File: config.mk
export PLATFORM = sky130hd
export DESIGN_NAME = uprog_loader_flat
export DESIGN_NICKNAME = d
export VERILOG_FILES = /design/src/rtl/uprog_loader_pkg.sv /design/src/rtl/uprog_loader_if.sv /design/src/rtl/uprog_loader.sv /design/src/flat_wrapper.sv
export SDC_FILE = /design/constraint.sdc
export NUM_CORES = 1
export LEC_CHECK = 0
export CORE_MARGIN = 2
export CORE_UTILIZATION = 45
export CTS_BUF_LIST = sky130_fd_sc_hd__clkbuf_4 sky130_fd_sc_hd__clkbuf_8 sky130_fd_sc_hd__clkbuf_16
export DETAILED_ROUTE_END_ITERATION = 7
export GPL_ROUTABILITY_DRIVEN = 0
export PLACE_DENSITY = 0.67
export SYNTH_ARGS = -nofsm -noshare
export SYNTH_HDL_FRONTEND = slang
export SYNTH_SLANG_ARGS = --single-unit
File: constraint.sdc
create_clock -name clk -period 2.5 [get_ports clk]
set_input_delay 0.5 -clock clk [delete_from_list [all_inputs] [get_ports clk]]
set_output_delay 0.5 -clock clk [all_outputs]
set_load 0.02 [all_outputs]
File: src/rtl/uprog_loader_pkg.sv
// Shared types and constants for the micro-BESM control-store loader.
package uprog_loader_pkg;

  typedef enum logic [2:0] {
    IDLE,
    AH,
    AL,
    CH,
    CL,
    DATA,
    CSUM
  } state_t;

  localparam logic [7:0] SYNC_BYTE = 8'hA5;

endpackage

File: src/rtl/uprog_loader_if.sv
// Host byte stream plus control-store write port of the loader.
interface uprog_loader_if #(
  parameter int WORD_W = 112,
  parameter int ADDR_W = 12
);
  logic [7:0]        in_data;
  logic              in_valid;
  logic              in_ready;
  logic              cs_we;
  logic [ADDR_W-1:0] cs_addr;
  logic [WORD_W-1:0] cs_wdata;

  // master: host side that supplies bytes and observes the control-store writes
  modport master (
    output in_data, in_valid,
    input  in_ready, cs_we, cs_addr, cs_wdata
  );

  modport slave (
    input  in_data, in_valid,
    output in_ready, cs_we, cs_addr, cs_wdata
  );
endinterface

File: src/rtl/uprog_loader.sv
// Control-store loader: parses SYNC/addr/count/data/checksum frames from the
// host byte port and writes assembled micro-instruction words sequentially.
module uprog_loader
  import uprog_loader_pkg::*;
#(
  parameter int WORD_W = 112,
  parameter int ADDR_W = 12
) (
  input  logic             clk,
  input  logic             reset,
  input  logic             en,
  uprog_loader_if.slave    bus,
  output logic             busy,
  output logic             done,
  output logic             err
);

  localparam int BYTES  = WORD_W / 8;
  localparam int BCNT_W = (BYTES > 1) ? $clog2(BYTES) : 1;

  state_t              state;
  logic [WORD_W-9:0]   word_q;     // all bytes of the word except the last one
  logic [BCNT_W-1:0]   bcnt;
  logic [15:0]         wcnt;
  logic [7:0]          sum;
  logic [7:0]          addr_h;
  logic [ADDR_W-1:0]   waddr;
  logic                cs_we_q;
  logic [ADDR_W-1:0]   cs_addr_q;
  logic [WORD_W-1:0]   cs_wdata_q;

  logic                acc;
  logic [7:0]          sum_next;

  assign acc      = bus.in_valid & en;
  assign sum_next = sum + bus.in_data;

  assign bus.in_ready = en;
  assign bus.cs_we    = cs_we_q;
  assign bus.cs_addr  = cs_addr_q;
  assign bus.cs_wdata = cs_wdata_q;
  assign busy         = (state != IDLE);

  always_ff @(posedge clk) begin
    if (reset) begin
      state      <= IDLE;
      word_q     <= '0;
      bcnt       <= '0;
      wcnt       <= '0;
      sum        <= '0;
      addr_h     <= '0;
      waddr      <= '0;
      cs_we_q    <= 1'b0;
      cs_addr_q  <= '0;
      cs_wdata_q <= '0;
      done       <= 1'b0;
      err        <= 1'b0;
    end else begin
      cs_we_q <= 1'b0;
      done    <= 1'b0;
      if (acc) begin
        if (state != IDLE) sum <= sum_next;
        case (state)
          IDLE: begin
            if (bus.in_data == SYNC_BYTE) begin
              state <= AH;
              err   <= 1'b0;
              sum   <= '0;
              bcnt  <= '0;
            end
          end
          AH: begin
            addr_h <= bus.in_data;
            state  <= AL;
          end
          AL: begin
            waddr <= ADDR_W'({addr_h, bus.in_data});
            state <= CH;
          end
          CH: begin
            wcnt[15:8] <= bus.in_data;
            state      <= CL;
          end
          CL: begin
            wcnt[7:0] <= bus.in_data;
            state     <= ({wcnt[15:8], bus.in_data} != 16'd0) ? DATA : CSUM;
          end
          DATA: begin
            if (bcnt == BCNT_W'(BYTES - 1)) begin
              // word complete: commit it even though the checksum is still unknown
              bcnt       <= '0;
              cs_we_q    <= 1'b1;
              cs_addr_q  <= waddr;
              cs_wdata_q <= {word_q, bus.in_data};
              waddr      <= waddr + 1'b1;
              wcnt       <= wcnt - 16'd1;
              if (wcnt == 16'd1) state <= CSUM;
            end else begin
              bcnt   <= bcnt + 1'b1;
              word_q <= {word_q[WORD_W-17:0], bus.in_data};
            end
          end
          CSUM: begin
            state <= IDLE;
            if (sum_next == 8'd0) done <= 1'b1;
            else                  err  <= 1'b1;
          end
          default: state <= IDLE;
        endcase
      end
    end
  end

endmodule

File: src/flat_wrapper.sv
// flat-port wrapper written by rule: the top's interface ports become plain ports
module uprog_loader_flat import uprog_loader_pkg::*;
#(
  parameter int WORD_W = 112,
  parameter int ADDR_W = 12
)
  (clk, reset, en, busy, done, err, bus_in_data, bus_in_valid, bus_in_ready, bus_cs_we, bus_cs_addr, bus_cs_wdata);
  uprog_loader_if #(.WORD_W(WORD_W), .ADDR_W(ADDR_W)) bus_i ();
  input  logic clk;
  input  logic reset;
  input  logic en;
  output logic busy;
  output logic done;
  output logic err;
  input wire logic [$bits(bus_i.in_data)-1:0] bus_in_data;
  input wire logic [$bits(bus_i.in_valid)-1:0] bus_in_valid;
  output wire logic [$bits(bus_i.in_ready)-1:0] bus_in_ready;
  output wire logic [$bits(bus_i.cs_we)-1:0] bus_cs_we;
  output wire logic [$bits(bus_i.cs_addr)-1:0] bus_cs_addr;
  output wire logic [$bits(bus_i.cs_wdata)-1:0] bus_cs_wdata;
  assign bus_i.in_data = bus_in_data;
  assign bus_i.in_valid = bus_in_valid;
  assign bus_in_ready = bus_i.in_ready;
  assign bus_cs_we = bus_i.cs_we;
  assign bus_cs_addr = bus_i.cs_addr;
  assign bus_cs_wdata = bus_i.cs_wdata;
  uprog_loader #(.WORD_W(WORD_W), .ADDR_W(ADDR_W)) u_core (.clk(clk), .reset(reset), .en(en), .bus(bus_i), .busy(busy), .done(done), .err(err));
endmodule
Yosys cells after proc, flatten, opt, wreduce, memory -nomap -nowiden
Cells that the tools add are included.
{ "word_totals": {"reg_bits": 278, "wordCells": 76} }
{ "classes": {"n_mux": 21, "n_addsub": 4, "n_bitwise": 5, "n_eq_ne": 13, "reduce_logical": 20} }
{ "op_table": {"columns": ["op", "n"], "rows": [
  ["$pmux 8 s2", 2],
  ["$mux 8", 3],
  ["$pmux 12 s2", 1],
  ["$pmux 3 s6", 1],
  ["$reduce_and 3->1", 6],
  ["$eq 16x1->1 const B", 1],
  ["$mux 16", 1],
  ["$reduce_bool 16->1", 1],
  ["$sub 16x1->16 const B", 1],
  ["$add 12x1->12 const B", 1],
  ["$mux 12", 1],
  ["$reduce_bool 2->1", 5],
  ["$eq 3x3->1 const B", 3],
  ["$mux 3", 3],
  ["$add 8x8->8", 1],
  ["$eq 8x8->1 const B", 1],
  ["$logic_not 8->1", 1],
  ["$mux 4", 2],
  ["$pmux 4 s2", 1],
  ["$reduce_and 4->1", 2],
  ["$eq 3x2->1 const B", 2],
  ["$ne 2x1->1 const B", 3],
  ["$reduce_or 3->1", 2],
  ["$add 4x1->4 const B", 1],
  ["other kinds (11)", 17]
]} }

Logic depth before layout (Yosys ltp)
{ "depth": {"word_depth": 4, "mapped_depth": 9} }

Worst setup path after synthesis
No wires, ideal clock.
{ "synth_timing": {"path_type": "input -> register", "from": "input bus_in_data[2]", "to": "register u_core.err", "t_required_ns": 2.360, "arrival_ns": 2.131, "slack_ns": 0.229, "setup_time_ns": 0.140, "path_stages": 6, "path_cell_list": "ha_1 -> o21ai_0 -> or4b_2 -> and3_1 -> nor4_1 -> a311oi_1"} }
{ "synth_via": {"elab_chain_cells": 4, "elab_cells_between_ends": 6, "classes_between": "add/sub: 1; eq/ne: 3; reduce/logical: 2"} }
{ "synth_rtl": {"columns": ["item", "line", "rtl"], "rows": [
  ["start: declaration", "flat_wrapper.sv:15", "input wire logic [$bits(bus_i.in_data)-1:0] bus_in_data;"],
  ["$add 8x8->8", "uprog_loader.sv:36", "assign sum_next = sum + bus.in_data;"],
  ["$logic_not 8->1", "uprog_loader.sv:105", "if (sum_next == 8'd0) done <= 1'b1;"],
  ["$ne 2x2->1 (no source line)", null, null],
  ["$reduce_and 4->1 (no source line) *", null, null],
  ["end signal: assignment", "uprog_loader.sv:57", "err <= 1'b0;"],
  ["end signal: assignment", "uprog_loader.sv:67", "err <= 1'b0;"],
  ["end signal: assignment", "uprog_loader.sv:106", "else err <= 1'b1;"],
  ["end: declaration", "uprog_loader.sv:15", "output logic err"]
]} }
Mark *: on every way between the ends. The rest lies on a longest branch, timed or not.
A chain may end at the register's enable or synchronous reset.

Final worst setup path
{ "layout_timing": {"from": "input bus_in_data[3]", "to": "register u_core.err"} }
Same word-level chain as after synthesis.

==> results.md <==
* Unrepaired setup endpoints after global routing: false
* Top FF cell, synth: sky130_fd_sc_hd__dfxtp_1
* Wire length reported by the detailed router at approximately 27000 µm
* Start-to-end type of the worst setup path: input pin to flip-flop
* Clock root buffer master: sky130_fd_sc_hd__clkbuf_16
* CP arrival at 2.75 ns
* Count of inserted antenna diode cells at 0
* Largest delay contributor family on the critical path: simple AND/OR/NAND/NOR gates
* Crit path time final at roughly 2.4 ns
* Share of synthesized flip-flops with an asynchronous set or reset at 0%
* ANT nets after route at 0
* Flip-flop and latch count after synthesis at between 200 and 300
* HP Start: u_core.bus.cs_wdata[64]
* Count of routing violations after the opening detailed-route iteration at 710
* Final period utilization at between 90% and 100%
* Post-synthesis instance area at ~0.011 mm²
* Syn avg cell area at ~7.7 µm²
* Reg2Reg Capture Point: u_core.wcnt[13]
* Worst rel slew slack at a little under three fifths
* Highest-count cells in the layout ignoring fill and taps: 486 x sky130_fd_sc_hd__nand2_1, 278 x sky130_fd_sc_hd__dfxtp_1, 265 x sky130_fd_sc_hd__a21oi_1
* Worst hold path stage count at 2
* CP bufs+invs at 1
* Setup slack, reg-to-reg at approximately 0.22 ns
* Total setup buffers inserted after CTS at 0
* Static power due to leakage at between 4 and 5 nW
* Synth top area cells: sky130_fd_sc_hd__dfxtp_1 52%, sky130_fd_sc_hd__nand2_1 17%, sky130_fd_sc_hd__a21oi_1 12%
* Type of the most critical hold path: flip-flop to flip-flop
* Fraction of layout cells with a size suffix above 1 at under 10%
* Maximum buffer depth of the clock tree at 3
* CP max-delay cell: sky130_fd_sc_hd__or4b_2
* Clock-pin slew reported for the worst setup and hold paths after clock tree synthesis at roughly 0.060 ns
* TritonCTS buffer count at 29
* Type of destination of the critical path: flip-flop
* Maximum number of pins on one net before global-route repair at 90
* Total die area at 0.02513 mm²
* # port buffers at between 100 and 150
* Area growth, synth to finish at 27.58%
* Vias in the first global route at about 8900
* Post-CTS Hold Buffers at 0
* Worst setup timing slack at the placement stage at -0.4251 ns
* Critical path cell sequence: clkdlybuf4s50_1 -> ha_1 -> o21ai_0 -> or4b_2 -> and3_1 -> nor4_2 -> a311oi_1
* Largest fanout of any net on the critical path at 4
* Yosys cell types at 55
* Number of warnings reported in the yosys synthesis log at 0
* Clock network latency to the later pin of the worst-skew pair at between 0.5 and 0.6 ns
* End of the worst hold path: u_core.bus.cs_wdata[64]
* Initial antenna violation count at 0
* X dimension of the die at roughly 160 µm
* Setup TNS at 0 ns
* Status: finished clean
* Die Span Y at roughly 160 µm
* Endpoints failing setup at 0
* Number of failing hold endpoints at the final stage at 0
* Sinks on Clock Net at roughly 280
* Power per unit of standard cell area at 652.6 mW/mm²
* Post-DR wirelength/cell at 14.75 µm
* Post-synth top area cell: sky130_fd_sc_hd__dfxtp_1
* Standard-cell rows at 56
* CTS tree: done
* Max Cap Violations at 0
* Max frequency at roughly 430 MHz
* Actual transition at the worst max-transition pin at 0.6341 ns
* Final WS setup at between 0.1 and 0.15 ns
* Worst reg2reg path startpoint: u_core.wcnt[3]
* Maximum level of the CTS H-tree at 1
* Worst stage delay on the critical path at around 0.67 ns
* Via Count at between 9000 and 10000
* Placed wire-length estimate at 17660 µm
* Starting utilization of the core area at a little under half
* I/O pin count at ~140
* Average vias per placed instance at 5.246
* CP Data Required Time at 2.90 ns
* Post-synth EDFFs at 0
* Sequential fraction of the synthesis area at between 50 and 60%
* Share of the synthesized area in the top cell type at approximately half
* Congestion Overflow GR at 0
* Initial DRT Pass Iterations at 5
* Final count of pins violating max slew at 0
* All-Layer GR Usage at 21.82%
* Number of design rule violations left after detail routing at 0
* Mapped Nets at about 1400
* Startpoint class of the critical path: input pin
* Core area at 0.02347 mm²
* Number of cells on the worst reg-to-reg path at 5
* Fillers at approximately 2200
* Number of nets in the layout at ~1500
* Commonest non-fill, non-tap cell in the layout: sky130_fd_sc_hd__nand2_1
* Setup Skew at approximately 0.016 ns
* Global-route wire length before repair at approximately 45000 µm
* Highest ir drop seen on vdd at 0.0004345 V
* Number of standard cells after synthesis at 1390
## where the power goes
group	internal, mW	switching (mW)
clock	2.58	1.73
combinational	0.0685	0.130
sequential	4.43	0.000125
## synth_stat cells (2+ instances only)
master / number
sky130_fd_sc_hd__and3b_1: 2
sky130_fd_sc_hd__or4b_2: 2
sky130_fd_sc_hd__nand2b_1: 4
sky130_fd_sc_hd__mux2i_1: 5
sky130_fd_sc_hd__nand3_1: 12
sky130_fd_sc_hd__a22oi_1: 8
sky130_fd_sc_hd__dfxtp_1: 278
sky130_fd_sc_hd__and3_1: 7
sky130_fd_sc_hd__buf_2: 2
sky130_fd_sc_hd__a221oi_1: 2
sky130_fd_sc_hd__or4_1: 4
sky130_fd_sc_hd__xor2_1: 3
sky130_fd_sc_hd__o21ai_0: 41
sky130_fd_sc_hd__a31oi_1: 7
sky130_fd_sc_hd__nor4_1: 8
sky130_fd_sc_hd__nand3b_1: 3
sky130_fd_sc_hd__nor3b_1: 2
sky130_fd_sc_hd__nor4b_1: 2
sky130_fd_sc_hd__a21o_1: 2
sky130_fd_sc_hd__clkbuf_1: 92
sky130_fd_sc_hd__buf_1: 5
sky130_fd_sc_hd__and2_1: 7
sky130_fd_sc_hd__nand4_1: 2
sky130_fd_sc_hd__o21a_1: 3
sky130_fd_sc_hd__ha_1: 12
sky130_fd_sc_hd__a311oi_1: 3
sky130_fd_sc_hd__nor3_1: 10
sky130_fd_sc_hd__a211oi_1: 11
sky130_fd_sc_hd__inv_1: 12
sky130_fd_sc_hd__or3_1: 9
sky130_fd_sc_hd__o31ai_1: 6
sky130_fd_sc_hd__nand2_1: 486
sky130_fd_sc_hd__o22ai_1: 3
sky130_fd_sc_hd__a31o_2: 3
sky130_fd_sc_hd__nor2_1: 48
sky130_fd_sc_hd__a21oi_1: 265
## worst max-delay path by stage
stage / from / end / slack, ns / depth (start not counted)
6_report: bus_in_data[3] / u_core.err / 0.15 / 7
5_1_grt: bus_in_data[3] / u_core.err / 0.02 / 7
4_1_cts: bus_in_data[3] / u_core.err / 0.14 / 7
3_5_place_dp: bus_in_data[3] / u_core.err / -0.43 / 7
3_3_place_gp: bus_in_data[3] / u_core.err / -0.37 / 7
2_1_floorplan: bus_in_data[2] / u_core.err / 0.23 / 6
## cell type report
class                           count  area (µm²)  area share (%)
Clock buffer                       42       854.6           6.235
Clock inverter                     10       117.6          0.8581
Inverter                           12       45.04          0.3286
Multi-Input combinational cell    999        4782           34.89
Sequential cell                   278        5565           40.61
Tap cell                          319       399.1           2.912
Timing Repair Buffer              195        1942           14.17
## per-layer routing
layer	share of wire [%]	GRT usage (%)	up-vias
met5	0	0	-
met4	1.4	4.762	0
met3	5.1	3.048	30
met2	46	35.47	249
met1	47	30.97	4549
li1	-	-	4903
## cell families (layout without fill, tap and decap cells)
kind of cell	Yosys count	after routing	synth area share, %
simple gates	616	616	23.63
mux	5	5	0.4659
compound gates	362	362	18.25
xor+xnor	3	3	0.2446
flops	278	278	51.81
buf+inv	113	259	4.018
fa+ha+maj	13	13	1.584
## flip-flops by register name (all words and copies together), names as in the netlist
name / count
u_core.word_q: 104
u_core.wcnt: 16
u_core.sum: 8
u_core.err: 1
u_core.waddr: 12
u_core.bus.cs_we: 1
u_core.bus.cs_wdata: 112
u_core.state: 3
u_core.bus.cs_addr: 12
u_core.bcnt: 4
u_core.done: 1
u_core.addr_h: 4
## per-stage QoR
| stage | std cells | hold WS, ns | cell area [µm²] | power, mW | utilization [%] |
|---|---|---|---|---|---|
| CTS | 1855 | 0.4398 | 13700 | 9.036 | 58.36 |
| detailed placement | 1803 | 0.4433 | 12730 | 4.725 | 54.23 |
| finish | 1855 | 0.4499 | 13710 | 8.944 | 58.39 |
| global placement | 1803 | 0.4389 | 12730 | 4.725 | 54.23 |
| global route | 1855 | 0.4596 | 13710 | 9.220 | 58.39 |
| floorplan | 1390 | 0.4355 | 10740 | 4.630 | - |
## timing repair
action / in CTS / in global routing
endpoints found under the setup margin: 1 / 2
pin swaps: 0 / 0
gates resized for setup: 1 / 1
## worst register-to-register path, stage by stage, from the launching register on
cell                       delay [ns]
sky130_fd_sc_hd__dfxtp_1         0.38
sky130_fd_sc_hd__or4_4           0.60
sky130_fd_sc_hd__or3_1           0.50
sky130_fd_sc_hd__or4_1           0.50
sky130_fd_sc_hd__o21ai_0         0.09
sky130_fd_sc_hd__a211oi_1        0.09
Note: power is estimated with default switching activity, not from simulation.
